===== config.mk =====
export PLATFORM = sky130hd
export DESIGN_NAME = fetch_sequencer
export DESIGN_NICKNAME = d
export VERILOG_FILES = /design/src/rtl/fetch_sequencer_pkg.sv /design/src/rtl/fetch_sequencer_queue.sv /design/src/rtl/fetch_sequencer.sv
export SDC_FILE = /design/constraint.sdc
export NUM_CORES = 1
export LEC_CHECK = 0
export ABC_AREA = 1
export CORE_AREA = 2 2 161 124
export DETAILED_ROUTE_END_ITERATION = 12
export DIE_AREA = 0 0 163 126
export SETUP_SLACK_MARGIN = 0.3
export SYNTH_ARGS = -nofsm -noshare
export SYNTH_HDL_FRONTEND = slang
export SYNTH_SLANG_ARGS = --single-unit

===== constraint.sdc =====
create_clock -name clock -period 4.7 [get_ports clock]
set_input_delay 0.94 -clock clock [delete_from_list [all_inputs] [get_ports clock]]
set_output_delay 0.94 -clock clock [all_outputs]
set_load 0.005 [all_outputs]

===== src/rtl/fetch_sequencer_pkg.sv =====
// Shared definitions for the instruction fetch sequencer: FSM encoding,
// instruction geometry and the queue entry layout.
package fetch_sequencer_pkg;

    localparam int INST_W     = 32;
    localparam int INST_BYTES = 4;

    localparam logic [1:0] ST_FETCH  = 2'd0;
    localparam logic [1:0] ST_HALTED = 2'd1;
    localparam logic [1:0] ST_FAULT  = 2'd2;

    typedef struct packed {
        logic [INST_W-1:0] word;
        logic [INST_W-1:0] pc;
    } fetch_entry_t;

    // Word-align an address and fold it into the instruction memory window.
    function automatic logic [31:0] wrap_align(input logic [31:0] addr,
                                               input logic [31:0] mem_bytes);
        return addr & (mem_bytes - 32'd1) & ~(32'(INST_BYTES) - 32'd1);
    endfunction

endpackage


===== src/rtl/fetch_sequencer_queue.sv =====
// Parameterised synchronous FIFO buffering fetched {word, pc} entries.
// Flush empties the queue and overrides any push/pop in the same cycle.
module fetch_queue
    import fetch_sequencer_pkg::*;
#(
    parameter  int DEPTH = 2,
    parameter  int WIDTH = 2 * INST_W,
    localparam int AW    = $clog2(DEPTH),
    localparam int CW    = AW + 1
) (
    input  logic             clock,
    input  logic             reset_n,
    input  logic             push,
    input  logic             pop,
    input  logic             flush,
    input  logic [WIDTH-1:0] push_data,
    output logic [WIDTH-1:0] head_data,
    output logic             head_valid,
    output logic [CW-1:0]    count
);

    logic [WIDTH-1:0] mem_r [DEPTH];
    logic [AW-1:0]    wr_ptr_r;
    logic [AW-1:0]    rd_ptr_r;
    logic [CW-1:0]    count_r;
    logic             pop_s;
    logic             push_s;

    // A push into a full queue is accepted only when the head leaves this cycle.
    assign pop_s  = pop && (count_r != {CW{1'b0}});
    assign push_s = push && ((count_r < CW'(DEPTH)) || pop_s);

    // Storage, pointers and occupancy.
    always_ff @(posedge clock or negedge reset_n) begin
        if (!reset_n) begin
            for (int i = 0; i < DEPTH; i++) begin
                mem_r[i] <= {WIDTH{1'b0}};
            end
            wr_ptr_r <= {AW{1'b0}};
            rd_ptr_r <= {AW{1'b0}};
            count_r  <= {CW{1'b0}};
        end else if (flush) begin
            wr_ptr_r <= {AW{1'b0}};
            rd_ptr_r <= {AW{1'b0}};
            count_r  <= {CW{1'b0}};
        end else begin
            if (push_s) begin
                mem_r[wr_ptr_r] <= push_data;
                wr_ptr_r        <= wr_ptr_r + AW'(1);
            end
            if (pop_s) begin
                rd_ptr_r <= rd_ptr_r + AW'(1);
            end
            count_r <= count_r + CW'(push_s) - CW'(pop_s);
        end
    end

    assign head_valid = (count_r != {CW{1'b0}});
    assign head_data  = head_valid ? mem_r[rd_ptr_r] : {WIDTH{1'b0}};
    assign count      = count_r;

endmodule


===== src/rtl/fetch_sequencer.sv =====
// Instruction fetch sequencer: PC/address generation, latency wait, redirect
// and halt handling. Optional FETCH_ADDR_CHECK_EN traps illegal redirect targets.
module fetch_sequencer
    import fetch_sequencer_pkg::*;
#(
    parameter logic [31:0] RESET_PC    = 32'h0000_0000,
    parameter int          MEM_BYTES   = 256,
    parameter int          MEM_LATENCY = 1,
    parameter int          QUEUE_DEPTH = 2
) (
    input  logic        clock,
    input  logic        reset_n,
    output logic [31:0] imem_addr,
    input  logic [31:0] imem_data,
    input  logic        redirect_valid,
    input  logic [31:0] redirect_target,
    input  logic        halt_req,
    output logic [31:0] inst,
    output logic [31:0] inst_pc,
    output logic        inst_valid,
    input  logic        inst_ready,
    output logic        halted,
    output logic        fault
);

    localparam int              CNT_W    = (MEM_LATENCY > 1) ? $clog2(MEM_LATENCY) : 1;
    localparam logic [CNT_W-1:0] CNT_LAST = CNT_W'(MEM_LATENCY - 1);
    localparam int              QCW      = $clog2(QUEUE_DEPTH) + 1;
    localparam logic [31:0]     MEM_SIZE = 32'(MEM_BYTES);

    logic [1:0]       state_r;
    logic [1:0]       state_nxt_s;
    logic [31:0]      pc_r;
    logic [31:0]      pc_nxt_s;
    logic [CNT_W-1:0] cnt_r;
    logic [CNT_W-1:0] cnt_nxt_s;
    logic             push_s;
    logic             pop_s;
    logic             flush_s;
    logic             space_s;
    logic             target_bad_s;
    logic [QCW-1:0]   count_s;
    fetch_entry_t     head_s;
    fetch_entry_t     push_entry_s;

    assign pop_s        = inst_valid && inst_ready;
    assign space_s      = (count_s < QCW'(QUEUE_DEPTH)) || pop_s;
    assign push_entry_s = '{word: imem_data, pc: pc_r};

`ifdef FETCH_ADDR_CHECK_EN
    assign target_bad_s = (redirect_target[1:0] != 2'b00) || (redirect_target >= MEM_SIZE);
`else
    assign target_bad_s = 1'b0;
`endif

    // Next-state, PC and latency counter; redirect overrides everything but FAULT.
    always_comb begin
        state_nxt_s = state_r;
        pc_nxt_s    = pc_r;
        cnt_nxt_s   = cnt_r;
        push_s      = 1'b0;
        flush_s     = 1'b0;
        if (redirect_valid && (state_r != ST_FAULT)) begin
            flush_s   = 1'b1;
            cnt_nxt_s = {CNT_W{1'b0}};
            if (target_bad_s) begin
                state_nxt_s = ST_FAULT;
            end else begin
                state_nxt_s = ST_FETCH;
                pc_nxt_s    = wrap_align(redirect_target, MEM_SIZE);
            end
        end else begin
            case (state_r)
                ST_FETCH: begin
                    if (halt_req) begin
                        state_nxt_s = ST_HALTED;
                        cnt_nxt_s   = {CNT_W{1'b0}};
                    end else if (cnt_r == CNT_LAST) begin
                        if (space_s) begin
                            push_s    = 1'b1;
                            pc_nxt_s  = wrap_align(pc_r + 32'(INST_BYTES), MEM_SIZE);
                            cnt_nxt_s = {CNT_W{1'b0}};
                        end else begin
                            cnt_nxt_s = cnt_r;
                        end
                    end else begin
                        cnt_nxt_s = cnt_r + CNT_W'(1);
                    end
                end
                ST_HALTED: state_nxt_s = ST_HALTED;
                ST_FAULT:  state_nxt_s = ST_FAULT;
                default: begin
                    state_nxt_s = ST_FETCH;
                    cnt_nxt_s   = {CNT_W{1'b0}};
                    flush_s     = 1'b1;
                end
            endcase
        end
    end

    // FSM, PC and latency counter registers.
    always_ff @(posedge clock or negedge reset_n) begin
        if (!reset_n) begin
            state_r <= ST_FETCH;
            pc_r    <= RESET_PC;
            cnt_r   <= {CNT_W{1'b0}};
        end else begin
            state_r <= state_nxt_s;
            pc_r    <= pc_nxt_s;
            cnt_r   <= cnt_nxt_s;
        end
    end

    fetch_queue #(
        .DEPTH (QUEUE_DEPTH),
        .WIDTH ($bits(fetch_entry_t))
    ) u_queue (
        .clock      (clock),
        .reset_n    (reset_n),
        .push       (push_s),
        .pop        (pop_s),
        .flush      (flush_s),
        .push_data  (push_entry_s),
        .head_data  (head_s),
        .head_valid (inst_valid),
        .count      (count_s)
    );

    assign imem_addr = pc_r;
    assign inst      = head_s.word;
    assign inst_pc   = head_s.pc;
    assign halted    = (state_r == ST_HALTED);
`ifdef FETCH_ADDR_CHECK_EN
    assign fault     = (state_r == ST_FAULT);
`else
    assign fault     = 1'b0;
`endif

endmodule


Yosys cells after proc, flatten, opt, wreduce, memory -nomap -nowiden --
Index checks and enable logic that the tools add are counted.
Storage, ports and cells: logic and storage cells 76, input bits 69, register bits after elaboration 167
Cells by class: reduce and logical (&&, ||, !) cells 17, add/subtract/negate cells 6, bitwise operators 3, muxes and demuxes 31, order comparisons 4, equal/unequal tests 7
Operators with widths (number):
- 64-bit two-way mux | 5
- 32-bit two-way mux | 5
- 128-bit bitwise mux | 1
- 64-bit demux with 1-bit select | 1
- 1-bit two-way mux | 14
- 2-bit nonzero test | 5
- 8-bit by 3-bit adder with 8-bit output, second input constant | 1
- 2-bit two-way mux | 3
- 2-bit by 1-bit != test with 1-bit output, second input constant | 3
- 2-bit case mux with 3 select lines | 1
- 1-bit logical AND | 5
- 2-bit >= comparator, second input constant | 2
- 1-bit inverter with 2-bit output | 2
- 4-bit AND reduction | 1
- 1-bit adder, second input constant | 3
- 3-bit != test, second input constant | 1
- 3-bit OR reduction | 1
- 2-bit by 1-bit adder with 2-bit output | 1
- 2-bit by 1-bit == test with 1-bit output, second input constant | 1
- 2-bit == test, second input constant | 1
- 2-bit zero test | 1
- 1-bit logical OR | 2
- 2-bit by 1-bit less-than comparator with 1-bit output, second input constant | 1
- 2-bit less-than comparator, second input constant | 1
- other kinds (6) | 6

Longest topological paths before layout --
Gate-level depths: netlist of run 1.
depth in word-level cells 12, mapped depth 9, mapped depth without buffers 8

Cells and area by module --
From an unflattened synthesis of run 1, not the netlist that was laid out.
Unflattened totals: cell total of the unflattened synthesis 925, area total of the unflattened synthesis 7180.6 um2
Modules (own cells, without submodules):
- fetch_queue | cells an instance 819, area an instance 6459.9 um2, instances 1
- fetch_sequencer | cells an instance 106, area an instance 720.7 um2, instances 1

Worst setup path after synthesis of run 1 --
Ideal clock, no wire load.
path kind input -> register, start input port inst_ready, end register u_queue.count_r[1] (netlist: u_queue.count[1]), setup slack 2697 ps, stages 9, buffers on the path 1, data arrival time 1878 ps, required time 4575 ps, library setup time 125 ps, path through inv_1 -> nand2_1 -> nand3_2 -> nor2_4 -> buf_2 -> ha_1 -> inv_1 -> o21ai_0 -> a21oi_1
Between the ends: cells in the longest elaborated chain, start to end 11, elaborated cells on any way between the ends 13
RTL lines:
- start, declared | line fetch_sequencer.sv:21 | input logic inst_ready,
- 1-bit logical AND (*) | line fetch_sequencer.sv:46 | assign pop_s = inst_valid && inst_ready;
- 1-bit logical OR | line fetch_sequencer.sv:47 | assign space_s = (count_s < QCW'(QUEUE_DEPTH)) || pop_s;
- 1-bit two-way mux | line fetch_sequencer.sv:79 | if (space_s) begin
- 1-bit two-way mux | line fetch_sequencer.sv:78 | end else if (cnt_r == CNT_LAST) begin
- 1-bit two-way mux | line fetch_sequencer.sv:75 | if (halt_req) begin
- 1-bit two-way mux | line fetch_sequencer.sv:73 | case (state_r)
- 1-bit two-way mux | line fetch_sequencer.sv:63 | if (redirect_valid && (state_r != ST_FAULT)) begin
- 1-bit logical AND | line fetch_sequencer_queue.sv:31 | assign push_s = push && ((count_r < CW'(DEPTH)) || pop_s);
- 2-bit by 1-bit adder with 2-bit output | line fetch_sequencer_queue.sv:54 | count_r <= count_r + CW'(push_s) - CW'(pop_s);
- 2-bit by 1-bit subtractor with 2-bit output (*) | line fetch_sequencer_queue.sv:54
- 2-bit two-way mux (*) | line fetch_sequencer_queue.sv:42 | end else if (flush) begin
- end signal, assigned | line fetch_sequencer_queue.sv:41 | count_r <= {CW{1'b0}};
- end signal, assigned | line fetch_sequencer_queue.sv:45 | count_r <= {CW{1'b0}};
- end signal, assigned | line fetch_sequencer_queue.sv:54
- end, declared | line fetch_sequencer_queue.sv:25 | logic [CW-1:0] count_r;
Mark *: on every way between the ends. The rest lies on a longest branch, timed or not. A chain may end at the register's enable or synchronous reset.

Worst setup path after layout of run 1 --
start register u_queue.count_r[1] (netlist: u_queue.count[1]), end output port inst_pc[5]
Between the ends: cells in the longest elaborated chain, start to end 2
RTL lines:
- 2-bit nonzero test | line fetch_sequencer_queue.sv:58 | assign head_valid = (count_r != {CW{1'b0}});
- 64-bit two-way mux | line fetch_sequencer_queue.sv:59 | assign head_data = head_valid ? mem_r[rd_ptr_r] : {WIDTH{1'b0}};
- end, declared | line fetch_sequencer.sv:19 | output logic [31:0] inst_pc,
Every way passes these cells.

==> metrics.md, run 1 <==
| Metric | Value |
|---|---|
| Outcome | `completed` |
| Mean number of vias per cell | `4.22` |
| Leakage | `2.85 nW` |
| First-pass GRT wire length | `19,600 µm` |
| Post-CTS Repair Setup Buffers | `0` |
| Area grow syn2layout | `24.7%` |
| Gpl congestion | `0.767` |
| Die Height | `around 130 µm` |
| Slowest CP cell | `nor2_4` |
| Pwr dens | `505 mW/mm²` |
| Final Hold Viols | `0` |
| Count leader, synth | `nand2_1` |
| Nets | `749` |
| Max-slew violations | `0` |
| Top delay family on crit path | `simple AND/OR/NAND/NOR gates` |
| Crit-path max cell delay | `0.86 ns` |
| Worst Setup Slack, final | `between 1 and 1.5 ns` |
| Port Buffers | `88` |
| Setup TNS | `0 ns` |
| Fraction of layout cells with a size suffix above 1 | `0.0499` |
| Clock sinks | `between 80 and 90` |
| Pre-CTS WS | `~1.4 ns` |
| CP startpoint kind | `register` |
| Reg clk slew, reported paths | `0.06 ns` |
| Max-Cap Viols | `0` |
| Die Wd | `163 µm` |
| Core area | `0.0190 mm²` |
| Inserted Clock Buffers | `9` |
| WS Path Type | `reg -> out` |
| Post_cts resized | `0` |
| Top FF cell, synth | `dfrtp_1` |
| Post-synth EDFFs | `0` |
| Critical Path AT | `2.37 ns` |
| DIE AREA | `0.0205 mm²` |
| Worst-case clock buffer depth | `2` |
| Dominant cell type by area after synthesis | `dfrtp_1` |
| I/O pin cnt | `168` |
| Synth top area cells | `dfrtp_1, nand2_1, nand3_1` |
| Vias in the first global route | `3,513` |
| Critical Path End Type | `primary output` |
| DR pass1 iterations | `4` |
| Worst r2r dst | `u_queue.count[0]` |
| Worst hold path cell count | `2` |
| Num rows | `44` |
| Routed WL per cell | `roughly 13 µm` |
| Final Total Pwr | `2.94 mW` |
| Worst path buffer plus inverter count | `1` |
| Hold WC Path Type | `reg -> reg` |
| CP Max Fanout | `41` |
| Diode count | `0` |
| Post-route ant nets | `0` |
| Critical Path, Cell by Cell | `nor2_4 -> a21oi_1 -> clkdlybuf4s50_1` |
| Hpwl dp | `7540 µm` |
| Post-route insts no fill | `935` |
| Min Tclk post-route | `3.31 ns` |
| Total GRT Usage | `0.124` |
| DRT iter0 DRCs | `around 250` |
| VDD IR max | `around 170 µV` |
| Worst-Margin Slew | `between 1 and 1.5 ns` |
| Fin crit share | `0.705` |
| Hold Crit Start | `u_queue.mem_r[118]` |
| Number of synthesized register bits | `88` |
| Top cell type's share of synthesized area | `0.471` |
| Top cells by count, synth | `nand2_1, dfrtp_1, nand3_1, buf_4, a21oi_1` |
| Initial antenna violation count | `0` |
| Syn_area_per_cell | `between 7 and 8 µm²` |
| R2r setup slk | `2.39 ns` |
| CTS tree | `done` |
| DR vias | `about 3,900` |
| RSZ-0062 raised after global routing | `false` |
| Drt total wl | `12,600 µm` |
| Cells after Synth | `~610` |
| Largest net degree at the start of global routing | `between 50 and 60` |
| Clk_lat worst skew | `0.34 ns` |
| CTS root buffer | `clkbuf_16` |
| Synth unique cells | `22` |
| Sequential fraction of the synthesis area | `0.471` |
| Ys async rst share | `1.00` |
| Core Util, Final | `0.307` |
| Clock Skews | `0.00656 ns` |
| Starting density of the core | `0.246` |
| WP data required | `3.76 ns` |
| Worst Hold Path EP | `u_queue.mem_r[118]` |
| R2r startpoint | `u_queue.count[1]` |
| Drt drc | `0` |
| Worst R2R Path Depth | `6` |
| Ys Warns | `0` |
| Post-CTS Hold Fix Bufs | `0` |
| Setup violations, final | `0` |
| Post-placement cell count | `919` |
| Max frequency | `302 MHz` |
| Overflow after GRT | `0` |
| Mapped Area | `between 0.004 and 0.005 mm²` |
| H-tree levels | `3` |
| Headroom to the max-slew limit | `0.238` |
[logic make-up after synthesis]
kind of cell               after synthesis  share of synthesized area
and+or+nand+nor                        359                      0.317
other                                    1                   0.000803
AOI/OAI and AO/OA                       50                     0.0546
xor gates and xnor gates                 1                    0.00188
adders and majority gates                3                    0.00804
buffers and inverters                  109                      0.146
DFF                                     88                      0.471
[cells in the final DEF, fill, tap and decap left out]
master           count
a21boi_0             1
a21oi_1             41
buf_4                7
bufinv_16            2
clkbuf_16            9
clkbuf_8             1
clkdlybuf4s50_1     87
clkinv_1             1
clkinv_2             3
clkinvlp_4           1
conb_1              53
dfrtp_1             86
dfrtp_2              2
ha_1                 3
inv_1               16
inv_2                1
nand2_1            259
nand2_2              2
nand3_1             85
nand3_2              1
nand4_1              1
nor2_1               6
nor2_4               2
o21ai_0              7
o21bai_1             1
or2_2                3
xnor2_1              1
[how the worst max path moves through the flow]
stage	start	slack [ns]	endpoint	depth (start not counted)
floorplan	inst_ready	2.70	u_queue.count[1]	9
global placement	inst_ready	1.37	u_queue.mem_r[70]	8
detailed placement	inst_ready	1.38	u_queue.mem_r[53]	8
CTS	u_queue.count[1]	1.36	inst_pc[5]	3
global route	u_queue.count[1]	1.24	inst_pc[2]	3
finish	u_queue.count[1]	1.39	inst_pc[5]	3
[cell type report]
cell class / instances / area (µm²)
multi-input combinational: 466 / 1990
sequential: 88 / 2200
fill: 2061 / 13200
clock buffer: 10 / 239
clock inverter: 6 / 82.6
inverter: 18 / 67.6
timing repair buffer: 94 / 923
tap: 253 / 317
[worst min-delay path, cell delays in order, from the launching register on]
cell	delay (ns)
dfrtp_1	0.34
nand2_1	0.05
nand2_1	0.05
[layer usage]
layer / part of all wire / GRT usage / vias up
li1: - / - / 1960
met1: 0.48 / 0.179 / 1844
met2: 0.44 / 0.184 / 128
met3: 0.069 / 0.0326 / 11
met4: 0.010 / 0.0344 / 0
met5: 0 / 0 / -
[flip-flops by register name, indices dropped and copies added (netlist names)]
signal,count
u_queue.wr_ptr_r,1
u_queue.count,2
imem_addr,6
u_queue.mem_r,76
state_r,2
u_queue.rd_ptr_r,1
[power by group]
| part | total [mW] | switching, mW | internal (mW) |
|---|---|---|---|
| clock | 0.778 | 0.301 | 0.477 |
| sequential | 1.19 | 0.159 | 1.03 |
| combinational | 0.975 | 0.544 | 0.431 |
| total | 2.94 | 1.00 | 1.94 |
[through the flow]
step | hold slack, ns | cell area [µm²]
2_1_floorplan | 0.442 | 4870
3_3_place_gp | 0.453 | 5500
3_5_place_dp | 0.458 | 5500
4_1_cts | 0.474 | 5820
5_1_grt | 0.489 | 5820
6_report | 0.469 | 5820
No activity file was read; power rests on OpenSTA's default activity.
==> run 2, diff against run 1 <==
==> constraint.sdc (replaced) <==
create_clock -name clock -period 3.2 [get_ports clock]
set_input_delay 0.64 -clock clock [delete_from_list [all_inputs] [get_ports clock]]
set_output_delay 0.64 -clock clock [all_outputs]
set_load 0.005 [all_outputs]
==> run 2 against run 1 <==
Effect of this change: die area did not move; power rose by 48%; flip-flop and latch count did not move; cell count rose by 0.64%; clock power rose by 48%; register-to-register slack got worse by 0.95 ns; first-iteration DRC count rose by 15%; combinational power rose by 49%; highest routed layer unchanged; critical endpoint is now inst[25].
==> metrics.md, run 2 (synthesis results as in run 1) <==
| Metric | Value |
|---|---|
| Max frequency | `374 MHz` |
| WP data required | `2.56 ns (-1.20 ns)` |
| Inserted Clock Buffers | `9 (unchanged)` |
| Clock Skews | `0.00494 ns (-0.00162 ns)` |
| Hold WC Path Type | `in -> async` |
| Vias in the first global route | `3,705 (+5.5%)` |
| Met3 wire len | `614 µm (-29%)` |
| Gpl congestion | `0.749 (-2.4%)` |
| Max-slew violations | `0 (unchanged)` |
| Top routing layer used | `met4` |
| Max-Cap Viols | `0 (unchanged)` |
| Min Tclk post-route | `around 2.7 ns` |
| Largest net degree at the start of global routing | `89 (+53%)` |
| Overflow after GRT | `0 (unchanged)` |
| Total GRT Usage | `0.127 (+0.00232)` |
| Reg clk slew, reported paths | `0.06 ns (about the same)` |
| DR vias | `3,916 (-0.68%)` |
| VDD IR max | `268 µV (+62%)` |
| Post-route ant nets | `0 (unchanged)` |
| Most frequent cells in the layout | `nand2_1, clkdlybuf4s50_1, dfrtp_1` |
| Area grow syn2layout | `26.2%` |
| Pwr dens | `740 mW/mm² (+47%)` |
| Die Wd | `163 µm (unchanged)` |
| Core area | `0.0190 mm² (unchanged)` |
| Critical Path AT | `2.04 ns (-0.33 ns)` |
| I/O pin cnt | `168 (unchanged)` |
| CP Max Fanout | `32 (-22%)` |
| Outcome | `completed` |
| RSZ-0062 raised after global routing | `false` |
| WL met1 | `6300 µm (+3.8%)` |
| DIE AREA | `0.0205 mm² (unchanged)` |
| Post_cts resized | `0 (unchanged)` |
| Worst r2r dst | `u_queue.count[1]` |
| Worst-Margin Slew | `0.593 ns (-0.550 ns)` |
| Core Util, Final | `0.310 (+0.00376)` |
| Setup TNS | `0 ns (unchanged)` |
| CP startpoint kind | `register` |
| DR pass1 iterations | `5 (+1)` |
| DRT iter0 DRCs | `293 (+15%)` |
| Pre-CTS WS | `0.782 ns (-0.593 ns)` |
| Initial antenna violation count | `0 (unchanged)` |
| Fraction of layout cells with a size suffix above 1 | `0.0567 (+0.00683)` |
| Post-CTS Repair Setup Buffers | `0 (unchanged)` |
| Worst R2R Path Depth | `9 (+3)` |
| Mean number of vias per cell | `4.16 (-1.3%)` |
| CP Launch Point | `u_queue.rd_ptr_r` |
| Drt drc | `0 (unchanged)` |
| Drt total wl | `12,700 µm (+0.41%)` |
| Commonest non-fill, non-tap cell in the layout | `nand2_1` |
| Critical Path, Cell by Cell | `clkinv_1 -> buf_12 -> nand2_1 -> a21oi_1 -> clkdlybuf4s50_1` |
| Hpwl dp | `7860 µm (+4.2%)` |
| Port Buffers | `88 (unchanged)` |
| WS Path Type | `reg -> out` |
| H-tree levels | `3 (unchanged)` |
| Slowest CP cell | `clkdlybuf4s50_1` |
| Largest register FFs | `76 (unchanged)` |
| Starting density of the core | `0.246 (unchanged)` |
| Clk_lat worst skew | `0.34 ns (about the same)` |
| Headroom to the max-slew limit | `0.605 (+0.367)` |
| First-pass GRT wire length | `20,000 µm (+2.4%)` |
| Top reg by flops | `u_queue.mem_r` |
| R2r startpoint | `u_queue.count[1]` |
| Leakage | `2.88 nW (+1.1%)` |
| Fin crit share | `0.836` |
| Worst Setup Slack, final | `0.524 ns (-0.862 ns)` |
| Final Hold Viols | `0 (unchanged)` |
| Post-CTS Hold Fix Bufs | `0 (unchanged)` |
| CTS root buffer | `clkbuf_16` |
| Clock sinks | `88 (unchanged)` |
| Worst-case clock buffer depth | `2 (unchanged)` |
| Nets | `755 (+0.80%)` |
| Num rows | `44 (unchanged)` |
| Setup violations, final | `0 (unchanged)` |
| WL met2 | `5610 µm (+1.1%)` |
| CTS tree | `done` |
| Routed WL per cell | `13.5 µm (-0.23%)` |
| Crit-path max cell delay | `0.55 ns (-0.31 ns)` |
| R2r setup slk | `1.44 ns (-0.95 ns)` |
| Die Height | `126 µm (unchanged)` |
| Diode count | `0 (unchanged)` |
| Critical Path End Type | `primary output` |
-- run 2: per-layer routing --
metal	vias up	track usage
met5	-	0
met3	12	0.0359
li1	1976	-
met1	1837	0.176
met2	91	0.193
met4	0	0.0328
-- run 2: area by class of cell --
class | instances | area [µm²]
clock inverters | 5 | 80.1
multi-input cells | 466 | 1990
repair buffers | 100 | 993
clock buffers | 11 | 243
fillers | 2074 | 13100
flip-flops and latches | 88 | 2200
well taps | 253 | 317
inverters | 18 | 67.6
-- run 2: metrics by stage --
| step | hold WS, ns | instances | cell area, µm² | total power [mW] |
|---|---|---|---|---|
| floorplan | 0.344 | 663 | 4870 | 2.57 |
| global placement | 0.454 | 925 | 5570 | 3.23 |
| detailed placement | 0.458 | 925 | 5570 | 3.25 |
| CTS | 0.353 | 941 | 5900 | 4.43 |
| global route | 0.362 | 941 | 5900 | 4.72 |
| finish | 0.302 | 941 | 5900 | 4.36 |
-- run 2: worst max-delay path, delay by kind of cell, from the launching register on --
kind	cells	cell delay, ns
buffers and inverters	3	0.98
and+or+nand+nor	1	0.07
AOI/OAI and AO/OA	1	0.23
DFF	1	0.40
-- run 2: how the worst max path moves through the flow --
stage / endpoint / slack (ns)
5_1_grt: inst_pc[6] / 0.36
4_1_cts: inst_pc[6] / 0.48
3_5_place_dp: u_queue.mem_r[66] / 0.78
6_report: inst[25] / 0.52
3_3_place_gp: u_queue.mem_r[68] / 0.79
2_1_floorplan: u_queue.count[1] / 1.50
-- run 2: power breakdown --
group,leakage [nW],switching (mW),internal [mW]
logic,1.62,0.786,0.666
registers,1.11,0.251,1.51
clock network,0.152,0.447,0.704
==> run 3, diff against run 2 <==
==> constraint.sdc (replaced) <==
create_clock -name clock -period 2.3 [get_ports clock]
set_input_delay 0.46 -clock clock [delete_from_list [all_inputs] [get_ports clock]]
set_output_delay 0.46 -clock clock [all_outputs]
set_load 0.005 [all_outputs]
==> run 3 against run 2 <==
Effect of this change: cell count increased by 3.0%; sequential power increased by 43%; flip-flop and latch count unchanged; global-route usage increased by 0.81 points; first-iteration DRC count decreased by 12%; highest routed layer unchanged.
==> metrics.md, run 3 (synthesis results as in run 1) <==
| Metric | Value |
|---|---|
| Outcome | `completed` |
| DR vias | `4,103 (+4.8%)` |
| VDD IR max | `363 µV (+35%)` |
| Drt drc | `0 (unchanged)` |
| Core Util, Final | `0.336 (+0.0257)` |
| Min Tclk post-route | `about 2.1 ns` |
| Inserted Clock Buffers | `9 (unchanged)` |
| Port Buffers | `88 (unchanged)` |
| Reg clk slew, reported paths | `0.07 ns (about the same)` |
| Largest register FFs | `76 (unchanged)` |
| Starting density of the core | `0.246 (unchanged)` |
| Diode count | `0 (unchanged)` |
| Critical Path AT | `1.67 ns (-0.37 ns)` |
| Vias in the first global route | `3,798 (+2.5%)` |
| Headroom to the max-slew limit | `0.656 (+0.0507)` |
| Num rows | `44 (unchanged)` |
| Worst-case clock buffer depth | `2 (unchanged)` |
| Fraction of layout cells with a size suffix above 1 | `0.203 (+0.146)` |
| Pre-CTS WS | `0.146 ns (-0.636 ns)` |
| Max-slew violations | `0 (unchanged)` |
| CP startpoint kind | `register` |
| Busiest grt layer | `met2` |
| Die Height | `126 µm (unchanged)` |
| Clock Skews | `0.00641 ns (+0.00147 ns)` |
| Leakage | `3.26 nW (+13%)` |
| RSZ-0062 raised after global routing | `true` |
| Total GRT Usage | `0.135 (+0.00808)` |
| Die Wd | `163 µm (unchanged)` |
| DRT iter0 DRCs | `258 (-12%)` |
| Clock sinks | `88 (unchanged)` |
| Drt total wl | `13,800 µm (+9.3%)` |
| Max-Cap Viols | `0 (unchanged)` |
| Routed WL per cell | `14.3 µm (+6.1%)` |
| Met2 usage | `0.208 (+0.0145)` |
| Placement Cell Area | `0.00567 mm² (+1.7%)` |
| Mean number of vias per cell | `4.23 (+1.7%)` |
| Nets | `783 (+3.7%)` |
| Register area | `0.00221 mm² (about the same)` |
| Met3 Use GR | `0.0336 (-0.00231)` |
| WP data required | `1.84 ns (-0.72 ns)` |
| CP Max Fanout | `6 (-81%)` |
| WS Path Type | `reg -> out` |
| Gpl congestion | `0.738 (-1.4%)` |
| Worst-Margin Slew | `0.517 ns (-0.0760 ns)` |
| H-tree levels | `3 (unchanged)` |
| I/O pin cnt | `168 (unchanged)` |
| DIE AREA | `0.0205 mm² (unchanged)` |
| Cell area after layout | `0.00638 mm² (+8.3%)` |
| Post-route ant nets | `0 (unchanged)` |
| Multi-input gate area | `0.00218 mm² (+9.5%)` |
| Top reg by flops | `u_queue.mem_r` |
| CTS tree | `done` |
| Overflow after GRT | `0 (unchanged)` |
| Hpwl dp | `8150 µm (+3.7%)` |
| Post-route insts no fill | `969 (+3.0%)` |
| Setup violations, final | `0 (unchanged)` |
| Largest net degree at the start of global routing | `45 (-49%)` |
| Commonest non-fill, non-tap cell in the layout | `nand2_1` |
| Max frequency | `roughly 470 MHz` |
| DR pass1 iterations | `5 (unchanged)` |
| Critical Path End Type | `primary output` |
| Setup TNS | `0 ns (unchanged)` |
| Final Hold Viols | `0 (unchanged)` |
| Hold WC Path Type | `in -> async` |
| Clk_lat worst skew | `0.34 ns (about the same)` |
| Met1 Usage GRT | `0.191 (+0.0144)` |
| CTS root buffer | `clkbuf_16` |
| Initial antenna violation count | `0 (unchanged)` |
| Fillers | `2,037 (-1.8%)` |
| Worst Setup Slack, final | `0.167 ns (-0.356 ns)` |
| Most frequent cells in the layout | `nand2_1, nand3_1, dfrtp_1` |
| Post-placement cell count | `929 (+0.43%)` |
| Pwr dens | `1050 mW/mm² (+42%)` |
| Core area | `0.0190 mm² (unchanged)` |
| Area grow syn2layout | `36.7%` |
| Fin crit share | `0.927` |
| First-pass GRT wire length | `21,000 µm (+5.0%)` |
==> run 3: through the flow <==
stage	hold slack, ns	total power [mW]
final	0.0951	6.69
after global routing	0.115	7.17
after CTS	0.0893	6.47
after detailed placement	0.458	4.62
after global placement	0.454	4.58
after floorplan	0.164	3.57
==> run 3: power breakdown <==
part | leakage (nW) | switching (mW) | internal [mW]
Combinational | 2.00 | 1.37 | 1.28
Clock | 0.149 | 0.626 | 0.904
Sequential | 1.11 | 0.401 | 2.11
Total | 3.26 | 2.40 | 4.29
==> run 3: path summary, 6_finish.rpt <==
check	from	to	slack, ns	cells past startpoint
worst max-delay path	u_queue.rd_ptr_r	inst[19]	0.17	8
worst min-delay path	reset_n	u_queue.mem_r[101]	0.1	1
worst max register to register	u_queue.count[1]	u_queue.count[1]	0.55	10
worst min register to register	u_queue.mem_r[6]	u_queue.mem_r[6]	0.47	2
max in group asynchronous	reset_n	u_queue.mem_r[119]	1.60	2
min in group clock	u_queue.mem_r[6]	u_queue.mem_r[6]	0.47	2
==> run 3: critical path, cell delays in order (launching register included) <==
cell and delay (ns):
dfrtp_2 0.47, buf_12 0.16, buf_16 0.12, buf_12 0.12, buf_8 0.13, buf_6 0.12
nand2_4 0.04, a21oi_2 0.05, buf_2 0.12
==> run 3: routing by layer <==
layer,vias up,part of all wire
li1,2034,-
met1,1950,0.49
met2,108,0.46
met3,11,0.050
met4,0,0.0078
met5,-,0
==> run 3: what timing repair did <==
item | in CTS | in global routing
pin swaps | 10 | 14
hold buffers | 0 | 0
endpoints found under the setup margin | 39 | 38
gates cloned | 4 | 1
setup buffers | 12 | 7
gates resized for setup | 152 | 58
==> run 3: layout make-up <==
type / count / area share
Sequential cell: 88 / 0.346
Multi-Input combinational cell: 466 / 0.341
Timing Repair Buffer: 128 / 0.204
Tap cell: 253 / 0.0496
Clock buffer: 12 / 0.0402
Inverter: 18 / 0.0114
Clock inverter: 4 / 0.00804
